==> config.mk <==
export PLATFORM = sky130hd
export DESIGN_NAME = mfe_ingress
export DESIGN_NICKNAME = d
export VERILOG_FILES = /design/src/rtl/mfe_pkg.sv /design/src/rtl/mfe_sat_cnt.sv /design/src/rtl/mfe_ingress.sv
export SDC_FILE = /design/constraint.sdc
export NUM_CORES = 1
export LEC_CHECK = 0
export ABC_AREA = 1
export CAP_MARGIN = 10
export CELL_PAD_IN_SITES_DETAIL_PLACEMENT = 1
export CELL_PAD_IN_SITES_GLOBAL_PLACEMENT = 2
export CORE_ASPECT_RATIO = 1.2
export CORE_MARGIN = 1.5
export CORE_UTILIZATION = 24
export DETAILED_ROUTE_END_ITERATION = 7
export PLACE_DENSITY = 0.73
export SLEW_MARGIN = 20
export SYNTH_ARGS = -nofsm -noshare
export SYNTH_HDL_FRONTEND = slang
export SYNTH_HIERARCHICAL = 1
export SYNTH_SLANG_ARGS = --single-unit
==> constraint.sdc <==
create_clock -name clk -period 1.8 [get_ports clk]
set_input_delay 0.36 -clock clk [delete_from_list [all_inputs] [get_ports clk]]
set_output_delay 0.36 -clock clk [all_outputs]
set_load 0.02 [all_outputs]
==> src/rtl/mfe_pkg.sv <==
// ----------------------------------------------------------------------------
// mfe_pkg
// Shared types and constants for the mfe ingress path.
//   ingress_state_e : framing FSM states of mfe_ingress
//   ERR_*           : err_code encodings reported alongside err_pulse
// ----------------------------------------------------------------------------
package mfe_pkg;

    typedef enum logic [1:0] {
        S_ID,
        S_PAY,
        S_HOLD,
        S_DISCARD
    } ingress_state_e;

    localparam logic [1:0] ERR_NONE  = 2'b00;
    localparam logic [1:0] ERR_SHORT = 2'b01;
    localparam logic [1:0] ERR_LONG  = 2'b10;

endpackage

==> src/rtl/mfe_sat_cnt.sv <==
// ----------------------------------------------------------------------------
// mfe_sat_cnt
// Saturating up-counter used for ingress statistics. Sticks at all-ones.
// Ports:
//   clk  in   system clock
//   rst  in   synchronous active-high reset, clears the count
//   inc  in   increment request for this cycle
//   q    out  current count (W bits)
// ----------------------------------------------------------------------------
module mfe_sat_cnt #(
    parameter int unsigned W = 16
) (
    input  logic         clk,
    input  logic         rst,
    input  logic         inc,
    output logic [W-1:0] q
);

    logic [W-1:0] r_q;

    always_ff @(posedge clk) begin
        if (rst) begin
            r_q <= '0;
        end else if (inc && (r_q != '1)) begin
            r_q <= r_q + 1'b1;
        end
    end

    assign q = r_q;

endmodule

==> src/rtl/mfe_ingress.sv <==
// ----------------------------------------------------------------------------
// mfe_ingress
// Packs an incoming byte stream into fixed-size dead-drop request frames
// (big-endian drop-ID header followed by a fixed payload), drops frames whose
// length is wrong, and hands each good frame to mfe over valid/ready.
// Ports:
//   clk, rst     system clock, synchronous active-high reset
//   in_valid     byte on in_data is valid
//   in_data      stream byte
//   in_last      final byte of a message (qualified by in_valid)
//   in_ready     byte accepted when in_valid && in_ready
//   out_valid    frame held for mfe
//   out_ready    mfe takes the frame when out_valid && out_ready
//   out_drop_id  drop ID of the held frame (first header byte is MSB)
//   out_payload  payload of the held frame (first payload byte is MSB)
//   err_pulse    one-cycle pulse for a malformed frame
//   err_code     ERR_SHORT / ERR_LONG with err_pulse, ERR_NONE otherwise
//   frame_cnt    good frames delivered, saturating
//   err_cnt      malformed frames, saturating
// ----------------------------------------------------------------------------
module mfe_ingress #(
    parameter int unsigned ID_BYTES  = 4,
    parameter int unsigned MSG_BYTES = 16,
    parameter int unsigned CNT_W     = 16
) (
    input  logic                   clk,
    input  logic                   rst,
    input  logic                   in_valid,
    input  logic [7:0]             in_data,
    input  logic                   in_last,
    output logic                   in_ready,
    output logic                   out_valid,
    input  logic                   out_ready,
    output logic [8*ID_BYTES-1:0]  out_drop_id,
    output logic [8*MSG_BYTES-1:0] out_payload,
    output logic                   err_pulse,
    output logic [1:0]             err_code,
    output logic [CNT_W-1:0]       frame_cnt,
    output logic [CNT_W-1:0]       err_cnt
);

    import mfe_pkg::*;

    localparam int unsigned FRAME_LEN = ID_BYTES + MSG_BYTES;
    localparam int unsigned BC_W      = $clog2(FRAME_LEN);
    localparam int unsigned ID_W      = 8 * ID_BYTES;
    localparam int unsigned PAY_W     = 8 * MSG_BYTES;

    localparam logic [BC_W-1:0] LAST_ID_IDX  = BC_W'(ID_BYTES - 1);
    localparam logic [BC_W-1:0] LAST_BYTE_IDX = BC_W'(FRAME_LEN - 1);

    ingress_state_e   r_state;
    ingress_state_e   w_state_next;
    logic [BC_W-1:0]  r_cnt;
    logic [BC_W-1:0]  w_cnt_next;
    logic [ID_W-1:0]  r_id;
    logic [PAY_W-1:0] r_pay;
    logic             r_err_pulse;
    logic [1:0]       r_err_code;

    logic             w_in_ready;
    logic             w_accept;
    logic             w_frame_done;
    logic             w_shift_id;
    logic             w_shift_pay;
    logic [1:0]       w_err;

    // Held low during the reset cycle so no byte is taken while state is being cleared.
    assign w_in_ready   = ~rst & (r_state != S_HOLD);
    assign w_accept     = in_valid & w_in_ready;
    assign w_frame_done = (r_state == S_HOLD) & out_ready;

    always_comb begin
        w_state_next = r_state;
        w_cnt_next   = r_cnt;
        w_err        = ERR_NONE;
        w_shift_id   = 1'b0;
        w_shift_pay  = 1'b0;

        unique case (r_state)
            S_ID: begin
                if (w_accept) begin
                    w_shift_id = 1'b1;
                    if (in_last) begin
                        // Any last inside the header is short: payload is never empty.
                        w_err        = ERR_SHORT;
                        w_cnt_next   = '0;
                        w_state_next = S_ID;
                    end else begin
                        w_cnt_next = r_cnt + 1'b1;
                        if (r_cnt == LAST_ID_IDX) begin
                            w_state_next = S_PAY;
                        end
                    end
                end
            end

            S_PAY: begin
                if (w_accept) begin
                    w_shift_pay = 1'b1;
                    if (r_cnt == LAST_BYTE_IDX) begin
                        w_cnt_next = '0;
                        if (in_last) begin
                            w_state_next = S_HOLD;
                        end else begin
                            w_err        = ERR_LONG;
                            w_state_next = S_DISCARD;
                        end
                    end else if (in_last) begin
                        w_err        = ERR_SHORT;
                        w_cnt_next   = '0;
                        w_state_next = S_ID;
                    end else begin
                        w_cnt_next = r_cnt + 1'b1;
                    end
                end
            end

            S_HOLD: begin
                if (out_ready) begin
                    w_cnt_next   = '0;
                    w_state_next = S_ID;
                end
            end

            S_DISCARD: begin
                // Swallow the tail of an over-long message up to its last byte.
                if (w_accept && in_last) begin
                    w_cnt_next   = '0;
                    w_state_next = S_ID;
                end
            end

            default: begin
                w_cnt_next   = '0;
                w_state_next = S_ID;
            end
        endcase
    end

    always_ff @(posedge clk) begin
        if (rst) begin
            r_state     <= S_ID;
            r_cnt       <= '0;
            r_id        <= '0;
            r_pay       <= '0;
            r_err_pulse <= 1'b0;
            r_err_code  <= ERR_NONE;
        end else begin
            r_state     <= w_state_next;
            r_cnt       <= w_cnt_next;
            r_err_pulse <= (w_err != ERR_NONE);
            r_err_code  <= w_err;
            // Every good frame shifts in all header/payload bytes, so the
            // registers need no clearing between frames.
            if (w_shift_id) begin
                r_id <= (r_id << 8) | ID_W'(in_data);
            end
            if (w_shift_pay) begin
                r_pay <= (r_pay << 8) | PAY_W'(in_data);
            end
        end
    end

    mfe_sat_cnt #(
        .W (CNT_W)
    ) u_frame_cnt (
        .clk (clk),
        .rst (rst),
        .inc (w_frame_done),
        .q   (frame_cnt)
    );

    mfe_sat_cnt #(
        .W (CNT_W)
    ) u_err_cnt (
        .clk (clk),
        .rst (rst),
        .inc (w_err != ERR_NONE),
        .q   (err_cnt)
    );

    assign in_ready    = w_in_ready;
    assign out_valid   = (r_state == S_HOLD);
    assign out_drop_id = r_id;
    assign out_payload = r_pay;
    assign err_pulse   = r_err_pulse;
    assign err_code    = r_err_code;

endmodule

Word-level counts from Yosys, hierarchy flattened
Cells that the tools add are included.

storage, ports and cells
  bits of input ports = 13
  output and inout port bits = 197
  word-level logic and storage cells = 64
  register bits after elaboration = 202

cells by class
  reductions and logical operators = 7
  equal/unequal tests = 14
  mux-type cells = 26
  add/subtract/negate cells = 3
  bitwise operators = 6

operators with widths
  operator                                               number
  bitwise OR 128 x 8 -> 128 bit                          1
  adder 16 x 1 -> 16 bit, second input constant          2
  inequality test 16 bit, second input constant          2
  bitwise OR 32 x 8 -> 32 bit                            1
  2-to-1 mux 5 bit                                       6
  2-to-1 mux 2 bit                                       11
  one-hot mux 5 bit (4 select lines)                     1
  inequality test 2 bit, second input constant           4
  one-hot mux 2 bit (4 select lines)                     1
  2-to-1 mux 1 bit                                       6
  inequality test 3 bit, second input constant           2
  AND reduction 6 bit                                    1
  adder 5 x 1 -> 5 bit, second input constant            1
  == test 5 x 2 -> 1 bit, second input constant          1
  == test 5 bit, second input constant                   1
  == test 2 bit, second input constant                   2
  one-hot mux 2 bit (2 select lines)                     1
  AND reduction 4 bit                                    1
  bitwise AND 1 bit                                      3
  logical AND 1 bit                                      3
  == test 2 x 1 -> 1 bit, second input constant          1
  zero test 2 bit                                        1
  inequality test 2 x 1 -> 1 bit, second input constant  1
  nonzero test 2 bit                                     1
  NOT 1 bit                                              1

Depth between registers and ports, before layout
Gate-level depths: netlist (run 1).

  word-level depth = 7
  mapped depth = 14
  mapped depth without buffers = 13

Cells and area by module
The synthesis (run 1) kept the hierarchy.

by module, submodules not included
  module       area each (um^2)  times used  cells each
  mfe_ingress  6248.5            1           792
  mfe_sat_cnt  929.6             2           149

Least setup slack after synthesis (run 1)
Ideal clock, no wire load.

  kind = register to register
  from = register r_cnt[0]
  to = register u_err_cnt.r_q[13], in the netlist u_err_cnt/q[13]
  required time = 1.685 ns
  slack = -0.120 ns
  arrival time = 1.804 ns
  library setup time = 0.115 ns
  cell stages (with the launch flop) = 13
  cell sequence = dfxtp_1 -> ha_1 -> nand3_1 -> nor2_1 -> nand2_1 -> o22ai_1 -> buf_2 -> nand3_1 -> or2_0 -> nor2_1 -> nand3_1 -> nand2_1 -> nor2_1

on the way
  longest elaborated chain between the ends = 6

ends and longest elaborated chain
  element                             RTL line            source
  start: declaration                  mfe_ingress.sv:54   logic [BC_W-1:0] r_cnt;
  start signal: assignment            mfe_ingress.sv:151  r_cnt <= w_cnt_next;
  == test 5 bit                       mfe_ingress.sv:101  if (r_cnt == LAST_BYTE_IDX) begin
  2-to-1 mux 2 bit                    mfe_ingress.sv:101
  2-to-1 mux 2 bit                    mfe_ingress.sv:99   if (w_accept) begin
  one-hot mux 2 bit (2 select lines)  mfe_ingress.sv:80   unique case (r_state)
  nonzero test 2 bit                  mfe_ingress.sv:179  .inc (w_err != ERR_NONE),
  logical AND 1 bit                   mfe_sat_cnt.sv:24   end else if (inc && (r_q != '1)) begin
  end signal: assignment              mfe_sat_cnt.sv:25   r_q <= r_q + 1'b1;
  end: declaration                    mfe_sat_cnt.sv:19   logic [W-1:0] r_q;

Every way passes these cells.
A chain may end at the register's enable or synchronous reset.

Final worst setup path (run 1)
  from = register r_cnt[1]
  to = register u_err_cnt.r_q[14], in the netlist u_err_cnt/q[14]

The elaborated chain is that of the path after synthesis.

==> results of run 1 <==
==> flip-flops by register name, summed over array words and instances, names as in the netlist <==
signal	cells
u_err_cnt/q	16
u_frame_cnt/q	16
out_drop_id	32
r_cnt	5
err_pulse	1
r_state	2
out_payload	128
err_code	2
==> area by class of cell <==
type	instances	share of cell area, %
multi-input combinational	725	29.3
clock inverter	16	1.70
sequential	202	34.5
inverter	107	3.50
timing repair buffer	268	20.3
antenna	1	0.0213
clock buffer	30	5.84
tap	450	4.80
==> worst register-to-register path, cell delays in order (launching register included) <==
cell and delay [ns]:
dfxtp_2 0.35, ha_4 0.16, nand3_4 0.08, nor2_4 0.12, nand2_2 0.06, o22ai_2 0.15
buf_6 0.14, nand2_1 0.08, inv_2 0.07, nand3_2 0.10, nor2_2 0.15, nand3_1 0.08
nand2_1 0.08, nor2_1 0.04
==> repair_timing <==
| item | CTS | global route |
|---|---|---|
| setup buffers | 4 | 3 |
| pin swaps | 7 | 17 |
| resized for setup | 211 | 20 |
| cloned | 0 | 0 |
| setup endpoints to repair | 201 | 18 |
==> report_power, final <==
group          leakage (nW)  internal [mW]  switching, mW
logic                  3.20          0.889           1.55
registers              1.63           4.76          0.175
clock network         0.448           3.30           2.05
==> logic make-up after synthesis <==
group,Yosys count,share of synthesized area (%)
flops,202,49.9
buf+inv,163,9.04
fa+ha+maj,3,0.463
compound gates,256,16.0
simple gates,466,24.6
==> per-layer routing <==
metal / up-vias / wire length, um
met3: 38 / 2360
li1: 3981 / -
met4: 0 / 500
met5: - / 0
met1: 3626 / 11100
met2: 170 / 12700
==> final timing paths <==
path                            to        startpoint
hold reg to reg   out_payload[125]  out_payload[125]
setup / recovery   u_err_cnt/q[14]          r_cnt[1]
hold / removal         err_code[1]               rst
setup reg to reg   u_err_cnt/q[14]          r_cnt[1]
==> placed cells by master (no fill, tap or decap), types with 4 or more instances in the layout <==
| cell type | synthesis | layout |
|---|---|---|
| dfxtp_1 | 202 | 197 |
| buf_12 | 0 | 7 |
| nand4_1 | 9 | 9 |
| clkbuf_8 | 0 | 4 |
| bufinv_16 | 0 | 4 |
| nand2_1 | 135 | 132 |
| nand3_1 | 49 | 46 |
| a21oi_1 | 177 | 177 |
| nor2_1 | 234 | 226 |
| clkdlybuf4s50_1 | 0 | 11 |
| nor2_2 | 20 | 24 |
| nor2_4 | 4 | 8 |
| dlygate4sd2_1 | 0 | 195 |
| buf_4 | 4 | 50 |
| o21ai_0 | 62 | 62 |
| buf_6 | 10 | 4 |
| clkinv_2 | 0 | 10 |
| dfxtp_2 | 0 | 5 |
| clkbuf_16 | 0 | 25 |
| o21ai_1 | 14 | 14 |
| inv_2 | 4 | 8 |
| nand2_2 | 5 | 8 |
| inv_1 | 102 | 97 |
==> implementation parameters, run 1 <==
Parameter                              Value

Synth
  EDFF count, synth    0
  Yosys top cell area share    ~50%
  #FFs+latches synth    202
  Area contributors post-synth    dfxtp_1, a21oi_1, nor2_1
  Number of synthesis warnings    6
  Synthesized area per cell    7.44 um2
  Net count after synthesis    around 1.1k
  Mapped Area    roughly 8100 um2
  Async S/R FF share, synth    0%
  Most instantiated flip-flop cell in the synthesis netlist    dfxtp_1
  Cells after synthesis    1090
  Dominant cell by count in the synthesized netlist    nor2_1
  Top cell type by total area after synthesis    dfxtp_1
  Sequential share of the synthesized area    49.9%
  Distinct cell type count of the synthesized netlist    29
  Post-synth top cells    nor2_1, dfxtp_1, a21oi_1

STA
  Worst-case hold slack    around 0.36 ns
  Crit path time final    about 1.8 ns
  Clock skew after layout    between 0.008 and 0.009 ns
  Endpoints failing setup    0
  Setup repair after global routing missed its margin    yes
  Final worst-path cycle share    98.2%
  Tightest Pin Transition    roughly 0.59 ns
  Accumulated negative setup slack    0 ns
  Worst slew slack as a fraction of its limit    between 60% and 70%
  Highest attainable clock frequency    roughly 570 MHz
  Final setup margin    roughly 0.032 ns
  Pins over their slew limit    0
  Hold violation count in the final report    0

Setup path
  Worst Path Class, Setup    register to register
  Cell family with the largest share of critical-path delay    simple AND/OR/NAND/NOR gates
  Slowest stage cell on the critical path    dfxtp_2
  Register-to-register path setup slack    around 0.032 ns
  Type of element launching the critical path    register
  Required time at the endpoint of the critical path    about 2.2 ns
  Critical path's largest stage delay    about 0.35 ns
  Buffering stage count on the worst path with inverters included    2
  Kind of capture point of the worst setup path    register
  Biggest fanout along the worst timing path    4
  Depth of the critical timing path with buffers and inverters included    13
  Worst-path cell chain    ha_4, nand3_4, nor2_4, nand2_2, o22ai_2, buf_6, nand2_1, inv_2, nand3_2, nor2_2, nand3_1, nand2_1, nor2_1
  Most Frequent Cell on Critical Path    nand2_1
  R2r worst-path depth    13
  Critical path data arrival time    around 2.2 ns

Global routing
  Antenna violations before repair    1
  Met3 track demand over resource    under 10%
  First-pass GRT wire length    around 43000 um
  Remaining global-route overflow    0
  Global-route usage over all layers    between 15 and 20%
  Busiest grt layer    met2
  Via count of the first global-routing pass    between 8k and 9k
  Met1 usage in global routing    between 10% and 20%
  GR met2 Demand/Resource    a little over a quarter
  Maximum number of pins on one net before global-route repair    between 90 and 100

CTS
  CTS Buffer Depth    3
  CTS root buffer    clkbuf_16
  Insertion delay to the later sink of the worst-skew pair    roughly 0.53 ns
  Num CTS Buffers    25
  Clock tree from TritonCTS    done
  Number of sinks handled by clock tree synthesis    202
  Clock transition at the registers of the reported paths    ~0.060 ns
  Hold buffer count at cts    0
  # H-tree levels    1

Routing
  Remaining antenna violation count after routing    0
  Detailed-routing iteration count for the pre-antenna-repair pass    4
  1st-iter DRT viols    roughly 290
  # DRC    0
  Wire length reported by the detailed router    around 27000 um
  Routed via count    7815
  Vias per Instance    around 4.3
  Average detailed-routed wire length per instance    14.8 um

Layout
  Non-filler instance count after layout    ~1.8k
  Total number of nets in the final design    about 1.3k
  Proportion of layout cells with a drive suffix above 1    12.9%
  Total non-filler cell area in the finished layout    about 12000 um2
  Filler instances    4105
  Post-layout util    35.3%
  Total area of multi-input combinational cells    3430 um2
  Signed area change from the synthesized netlist to the final layout    44.6%
  Register cell area after layout    about 4100 um2

Place
  Count of input and output buffers    209
  Placed instance area    around 11000 um2
  Final weighted congestion in routability-driven placement    roughly 0.75
  Final HPWL DP    approximately 19000 um
  DP Worst Slack    -0.402 ns
  Number of cells after detailed placement    about 1.7k

Power and ir drop
  Power Dens Cells    around 1100 nW/um2
  Overall power consumption    12.7 mW
  P_leak    5.28 nW
  Worst ir drop on vdd    0.576 mV

Floorplan
  Effective utilization at floorplan    about a quarter
  Floorplan die area    approximately 35000 um2
  Number of top-level pins    210
  Die boundary width    approximately 170 um
  Core Region    33200 um2
  Vertical die dimension    between 200 and 250 um
  Row cnt    73

Worst hold path
  Hold Path Class    input pin to register
  Number of cells on the worst hold path    5

Job
  Max-cap check violation count    0

Run status
  Run status    finished clean
No activity file was read; power rests on OpenSTA's default activity.
==> inputs of run 2 (changes only) <==
- CORE_UTILIZATION: 24 -> 27
- PLACE_DENSITY: 0.73 -> 0.78
- clock period: 1.8 -> 1.9 ns (I/O delays scaled with it)
==> run 2 against run 1 <==
First-iteration DRC count down 5.6%. Utilization rose by 4.0 points. Sequential power down 5.3%. Total power shrank 8.8%. Combinational power decreased by 5%. Wire length fell by 4.4%. Hold slack lost 0.013 ns. Clock power shrank 14%. Die area is 11% lower. Final cell count is 4.3% lower. Non-clock buffer count down 12. Highest routed layer unchanged.
==> implementation parameters, run 2 (synthesized netlist as in run 1, its figures left out) <==
Parameter                              Value

STA
  Hold violation count in the final report    0
  Worst slew slack as a fraction of its limit    62.5%
  Clock skew after layout    0.00863 ns
  Tightest Pin Transition    0.562 ns
  Crit path time final    1.86 ns
  Accumulated negative setup slack    0 ns
  Highest attainable clock frequency    around 540 MHz
  Final worst-path cycle share    approximately 100%
  Pins over their slew limit    0
  Endpoints failing setup    0
  Setup repair after global routing missed its margin    yes

Power and ir drop
  Power Dens Cells    997 nW/um2
  P_leak    ~5.5 nW
  Worst ir drop on vdd    0.587 mV
  Overall power consumption    11.6 mW

Floorplan
  Effective utilization at floorplan    between 20% and 30%
  Number of top-level pins    210
  Floorplan die area    roughly 31000 um2
  Vertical die dimension    about 190 um
  Die boundary width    between 150 and 200 um
  Core Region    between 20000 and 30000 um2
  Row cnt    slightly below 70

Global routing
  Via count of the first global-routing pass    7694
  First-pass GRT wire length    between 40000 and 50000 um
  Remaining global-route overflow    0
  Antenna violations before repair    0
  Maximum number of pins on one net before global-route repair    93
  Global-route usage over all layers    around 16%

CTS
  Clock tree from TritonCTS    done
  CTS Buffer Depth    3
  Clock transition at the registers of the reported paths    roughly 0.06 ns
  Number of sinks handled by clock tree synthesis    ~200
  # H-tree levels    1
  Insertion delay to the later sink of the worst-skew pair    approximately 0.52 ns
  Hold buffer count at cts    0
  Num CTS Buffers    24
  CTS root buffer    clkbuf_16

Layout
  Filler instances    roughly 3.6k
  Signed area change from the synthesized netlist to the final layout    43.6%
  Proportion of layout cells with a drive suffix above 1    ~11%
  Total number of nets in the final design    about 1.3k
  Total non-filler cell area in the finished layout    approximately 12000 um2
  Count of antenna diodes in the layout    0
  Max reg flops    approximately 130
  Commonest non-fill, non-tap cells in the layout    nor2_1, dfxtp_1, a21oi_1
  Most common cell after layout, fill and taps aside    nor2_1
  Non-filler instance count after layout    1721

Place
  Final HPWL DP    around 18000 um
  Count of input and output buffers    around 210
  Final weighted congestion in routability-driven placement    between 0.7 and 0.8
  Placed instance area    10800 um2
  Number of cells after detailed placement    around 1.7k

Job
  Max-cap check violation count    0

Setup path
  Buffering stage count on the worst path with inverters included    1
  Worst-path cell chain    clkdlybuf4s50_1
  Worst Path Class, Setup    register to primary output
  Critical path's largest stage delay    0.61 ns
  Slowest stage cell on the critical path    clkdlybuf4s50_1
  Critical path data arrival time    roughly 1.5 ns
  Required time at the endpoint of the critical path    ~1.5 ns
  Cell family with the largest share of critical-path delay    buffers and inverters
  Kind of capture point of the worst setup path    primary output
  Type of element launching the critical path    register
  Biggest fanout along the worst timing path    3

Routing
  # DRC    0
  Average detailed-routed wire length per instance    roughly 15 um
  Vias per Instance    approximately 4.5
  Detailed-routing iteration count for the pre-antenna-repair pass    4
  Wire length reported by the detailed router    approximately 26000 um
  Routed via count    7689
  1st-iter DRT viols    270
  Remaining antenna violation count after routing    0

Run status
  Run status    finished clean

Worst hold path
  Hold Path Class    input pin to register
-- run 2: cell types whose count changed in the layout (fill, tap and decap cells not counted), moves of 12 or more --
cell | previous run | this run
dlygate4sd2_1 | 195 | 117
buf_4 | 50 | 38
dlymetal6s2s_1 | 0 | 37
clkdlybuf4s50_1 | 11 | 52
-- run 2: worst paths after layout --
check                           slack (ns)        startpoint          endpoint  cells after the start
worst max-delay path                  0.04   out_drop_id[14]   out_drop_id[14]                      1
worst min-delay path                  0.35               rst       err_code[1]                      5
worst max register to register        0.14          r_cnt[0]   u_err_cnt/q[14]                     13
worst min register to register        0.46  out_payload[123]  out_payload[123]                      2
-- run 2: cell type report --
class,count,area (um2),share of cell area [%]
Clock buffer,33,726,6.23
Clock inverter,8,65.1,0.559
Inverter,107,407,3.49
Multi-Input combinational cell,725,3410,29.3
Sequential cell,202,4050,34.8
Tap cell,390,488,4.19
Timing Repair Buffer,256,2500,21.5
-- run 2: power by group --
group	internal [mW]	switching [mW]
clock	2.78	1.82
combinational	0.887	1.43
sequential	4.51	0.173
-- run 2: through the flow --
stage          hold WS, ns  util [%]  worst slack [ns]
2_1_floorplan        0.472         -           0.00537
3_3_place_gp         0.451      36.5            -0.328
3_5_place_dp         0.456      36.5            -0.362
4_1_cts              0.310      38.8          0.000423
5_1_grt              0.365      39.3           -0.0163
6_report             0.350      39.3            0.0434
-- run 2: what timing repair did --
item | in CTS | in global routing
buffers inserted | 1 | 2
gates resized for setup | 127 | 52
pin swaps | 4 | 4
setup endpoints to repair | 124 | 53
-- run 2: metal layers --
layer / GRT usage [%] / vias to the layer above / routed length [um]
met3: 5.95 / 31 / 2180
met5: 0 / - / 0
li1: - / 3939 / -
met2: 28.3 / 163 / 12100
met1: 18.9 / 3556 / 10900
met4: 3.67 / 0 / 348
==> inputs of run 3 (changes only) <==
- PLACE_DENSITY: 0.78 -> 0.9
- SKIP_LAST_GASP: default -> 1
==> run 3 against run 2 <==
First-iteration DRC count is 7.4% lower. Final cell count hardly changed. Clock skew increased by 0.0093 ns. Clock power up 12%. Non-clock buffer count fell by 1. Critical endpoint is now out_payload[104]. Largest power group is now clock. Cell area up 0.90%. Critical path type unchanged.
==> implementation parameters, run 3 (synthesized netlist as in run 1, its figures left out) <==
Parameter                              Value

Run status
  Run status    finished clean

Routing
  Detailed-routing iteration count for the pre-antenna-repair pass    4
  1st-iter DRT viols    250
  Routed via count    between 7k and 8k
  Average detailed-routed wire length per instance    around 15 um
  Wire length reported by the detailed router    about 26000 um
  Remaining antenna violation count after routing    0
  # DRC    0
  Vias per Instance    around 4.5

Global routing
  GR met2 Demand/Resource    around 30%
  Busiest grt layer    met2
  Remaining global-route overflow    0
  Met1 usage in global routing    18.3%
  Antenna violations before repair    0
  Met3 track demand over resource    between 6 and 7%
  Maximum number of pins on one net before global-route repair    79
  Via count of the first global-routing pass    between 8k and 9k
  First-pass GRT wire length    41800 um
  Global-route usage over all layers    16.6%

Worst hold path
  Hold path endpoint    r_state[0]
  Number of cells on the worst hold path    5
  Startpoint of the most critical hold path    rst
  Hold Path Class    input pin to register

Layout
  Count of antenna diodes in the layout    0
  Signed area change from the synthesized netlist to the final layout    44.9%
  Total number of nets in the final design    1331
  Max reg flops    ~130
  Non-filler instance count after layout    1720
  Most common cell after layout, fill and taps aside    nor2_1
  Commonest non-fill, non-tap cells in the layout    nor2_1, dfxtp_1, a21oi_1
  Proportion of layout cells with a drive suffix above 1    10.9%

Setup path
  Biggest fanout along the worst timing path    2
  R2r worst-path depth    11
  Depth of the critical timing path with buffers and inverters included    1
  Critical path's largest stage delay    a little over 0.6 ns
  Slowest stage cell on the critical path    clkdlybuf4s50_1
  Cell family with the largest share of critical-path delay    buffers and inverters
  FF-to-FF End    u_err_cnt/q[13]
  Worst Path Class, Setup    register to primary output
  Register-to-register path setup slack    0.09 ns
  Kind of capture point of the worst setup path    primary output
  Launching point of the worst reg2reg path    r_cnt[1]
  Required time at the endpoint of the critical path    1.52 ns
  Type of element launching the critical path    register
  Worst-path cell chain    clkdlybuf4s50_1
  Buffering stage count on the worst path with inverters included    1
  Critical path data arrival time    ~1.5 ns

CTS
  CTS Buffer Depth    3
  Clock transition at the registers of the reported paths    around 0.060 ns
  Clock tree from TritonCTS    done
  Num CTS Buffers    24
  # H-tree levels    1
  Insertion delay to the later sink of the worst-skew pair    between 0.5 and 0.6 ns
  CTS root buffer    clkbuf_16
  Hold buffer count at cts    0
  Number of sinks handled by clock tree synthesis    between 200 and 250

Place
  Final HPWL DP    roughly 18000 um
  Number of cells after detailed placement    1677
  Count of input and output buffers    about 210
  Final weighted congestion in routability-driven placement    0.807
  DP Worst Slack    -0.366 ns

Power and ir drop
  Worst ir drop on vdd    0.667 mV
  P_leak    ~5.6 nW
  Power Dens Cells    slightly above 1000 nW/um2
  Overall power consumption    around 12 mW

Floorplan
  Row cnt    between 60 and 70
  Vertical die dimension    193 um
  Floorplan die area    between 30000 and 40000 um2
  Core Region    29600 um2
  Effective utilization at floorplan    between 20 and 30%
  Number of top-level pins    210
  Die boundary width    between 150 and 200 um

STA
  Endpoints failing setup    0
  Final setup margin    around 0.044 ns
  Setup repair after global routing missed its margin    yes
  Tightest Pin Transition    0.720 ns
  Hold violation count in the final report    0
  Clock skew after layout    ~0.018 ns
  Final worst-path cycle share    between 90% and 100%
  Highest attainable clock frequency    ~540 MHz
  Crit path time final    1.86 ns
  Pins over their slew limit    0
  Worst slew slack as a fraction of its limit    between 50% and 60%

Job
  Max-cap check violation count    0
-- run 3: cell types whose count changed in the layout (fill, tap and decap cells not counted), sizes merged --
cell           previous run  this run
inv                     106       107
bufinv                    1         6
buf                      49        47
dlygate4sd2             117       127
clkdlybuf4s15             1         0
clkdlybuf4s50            52        39
clkbuf                   33        32
clkinv                    8         5
dlymetal6s2s             37        40
-- run 3: where the power goes --
| group | leakage (nW) | internal [mW] | switching [mW] | total, mW |
|---|---|---|---|---|
| clock network | 0.435 | 3.28 | 1.86 | 5.14 |
| registers | 1.63 | 4.51 | 0.169 | 4.68 |
| logic | 3.55 | 0.876 | 1.45 | 2.33 |
| total | 5.61 | 8.66 | 3.48 | 12.1 |
-- run 3: worst max path at each step --
stage,from,end
floorplan,r_cnt[1],u_err_cnt/q[13]
global placement,in_valid,u_err_cnt/q[14]
detailed placement,in_valid,u_err_cnt/q[11]
CTS,r_state[0],in_ready
global route,r_cnt[1],u_err_cnt/q[13]
finish,out_payload[104],out_payload[104]
-- run 3: stage by stage --
stage | hold WS, ns | util, % | setup TNS [ns] | cell area, um2
4_1_cts | 0.314 | 39.1 | -0.0621 | 11600
6_report | 0.390 | 39.7 | 0 | 11700
3_3_place_gp | 0.449 | 36.5 | -28.51 | 10800
5_1_grt | 0.404 | 39.7 | -0.277 | 11700
3_5_place_dp | 0.460 | 36.5 | -37.72 | 10800
2_1_floorplan | 0.472 | - | 0 | 8120
-- run 3: timing repair --
action / in CTS / in global routing
pin swaps: 3 / 8
setup buffers: 0 / 2
gates resized for setup: 136 / 59
endpoints found under the setup margin: 135 / 73
-- run 3: final cells by class --
class                   count  area [um2]
clock inverters            11         220
multi-input cells         725        3430
inverters                 107         407
clock buffers              30         663
fillers                  3606       17900
repair buffers            255        2490
flip-flops and latches    202        4050
well taps                 390         488
-- run 3: per-layer routing --
metal | up-vias | share of wire [%] | routed length, um
li1 | 3934 | - | -
met1 | 3613 | 41 | 10600
met2 | 187 | 49 | 12900
met3 | 25 | 8.7 | 2270
met4 | 0 | 1.3 | 336
met5 | - | 0 | 0
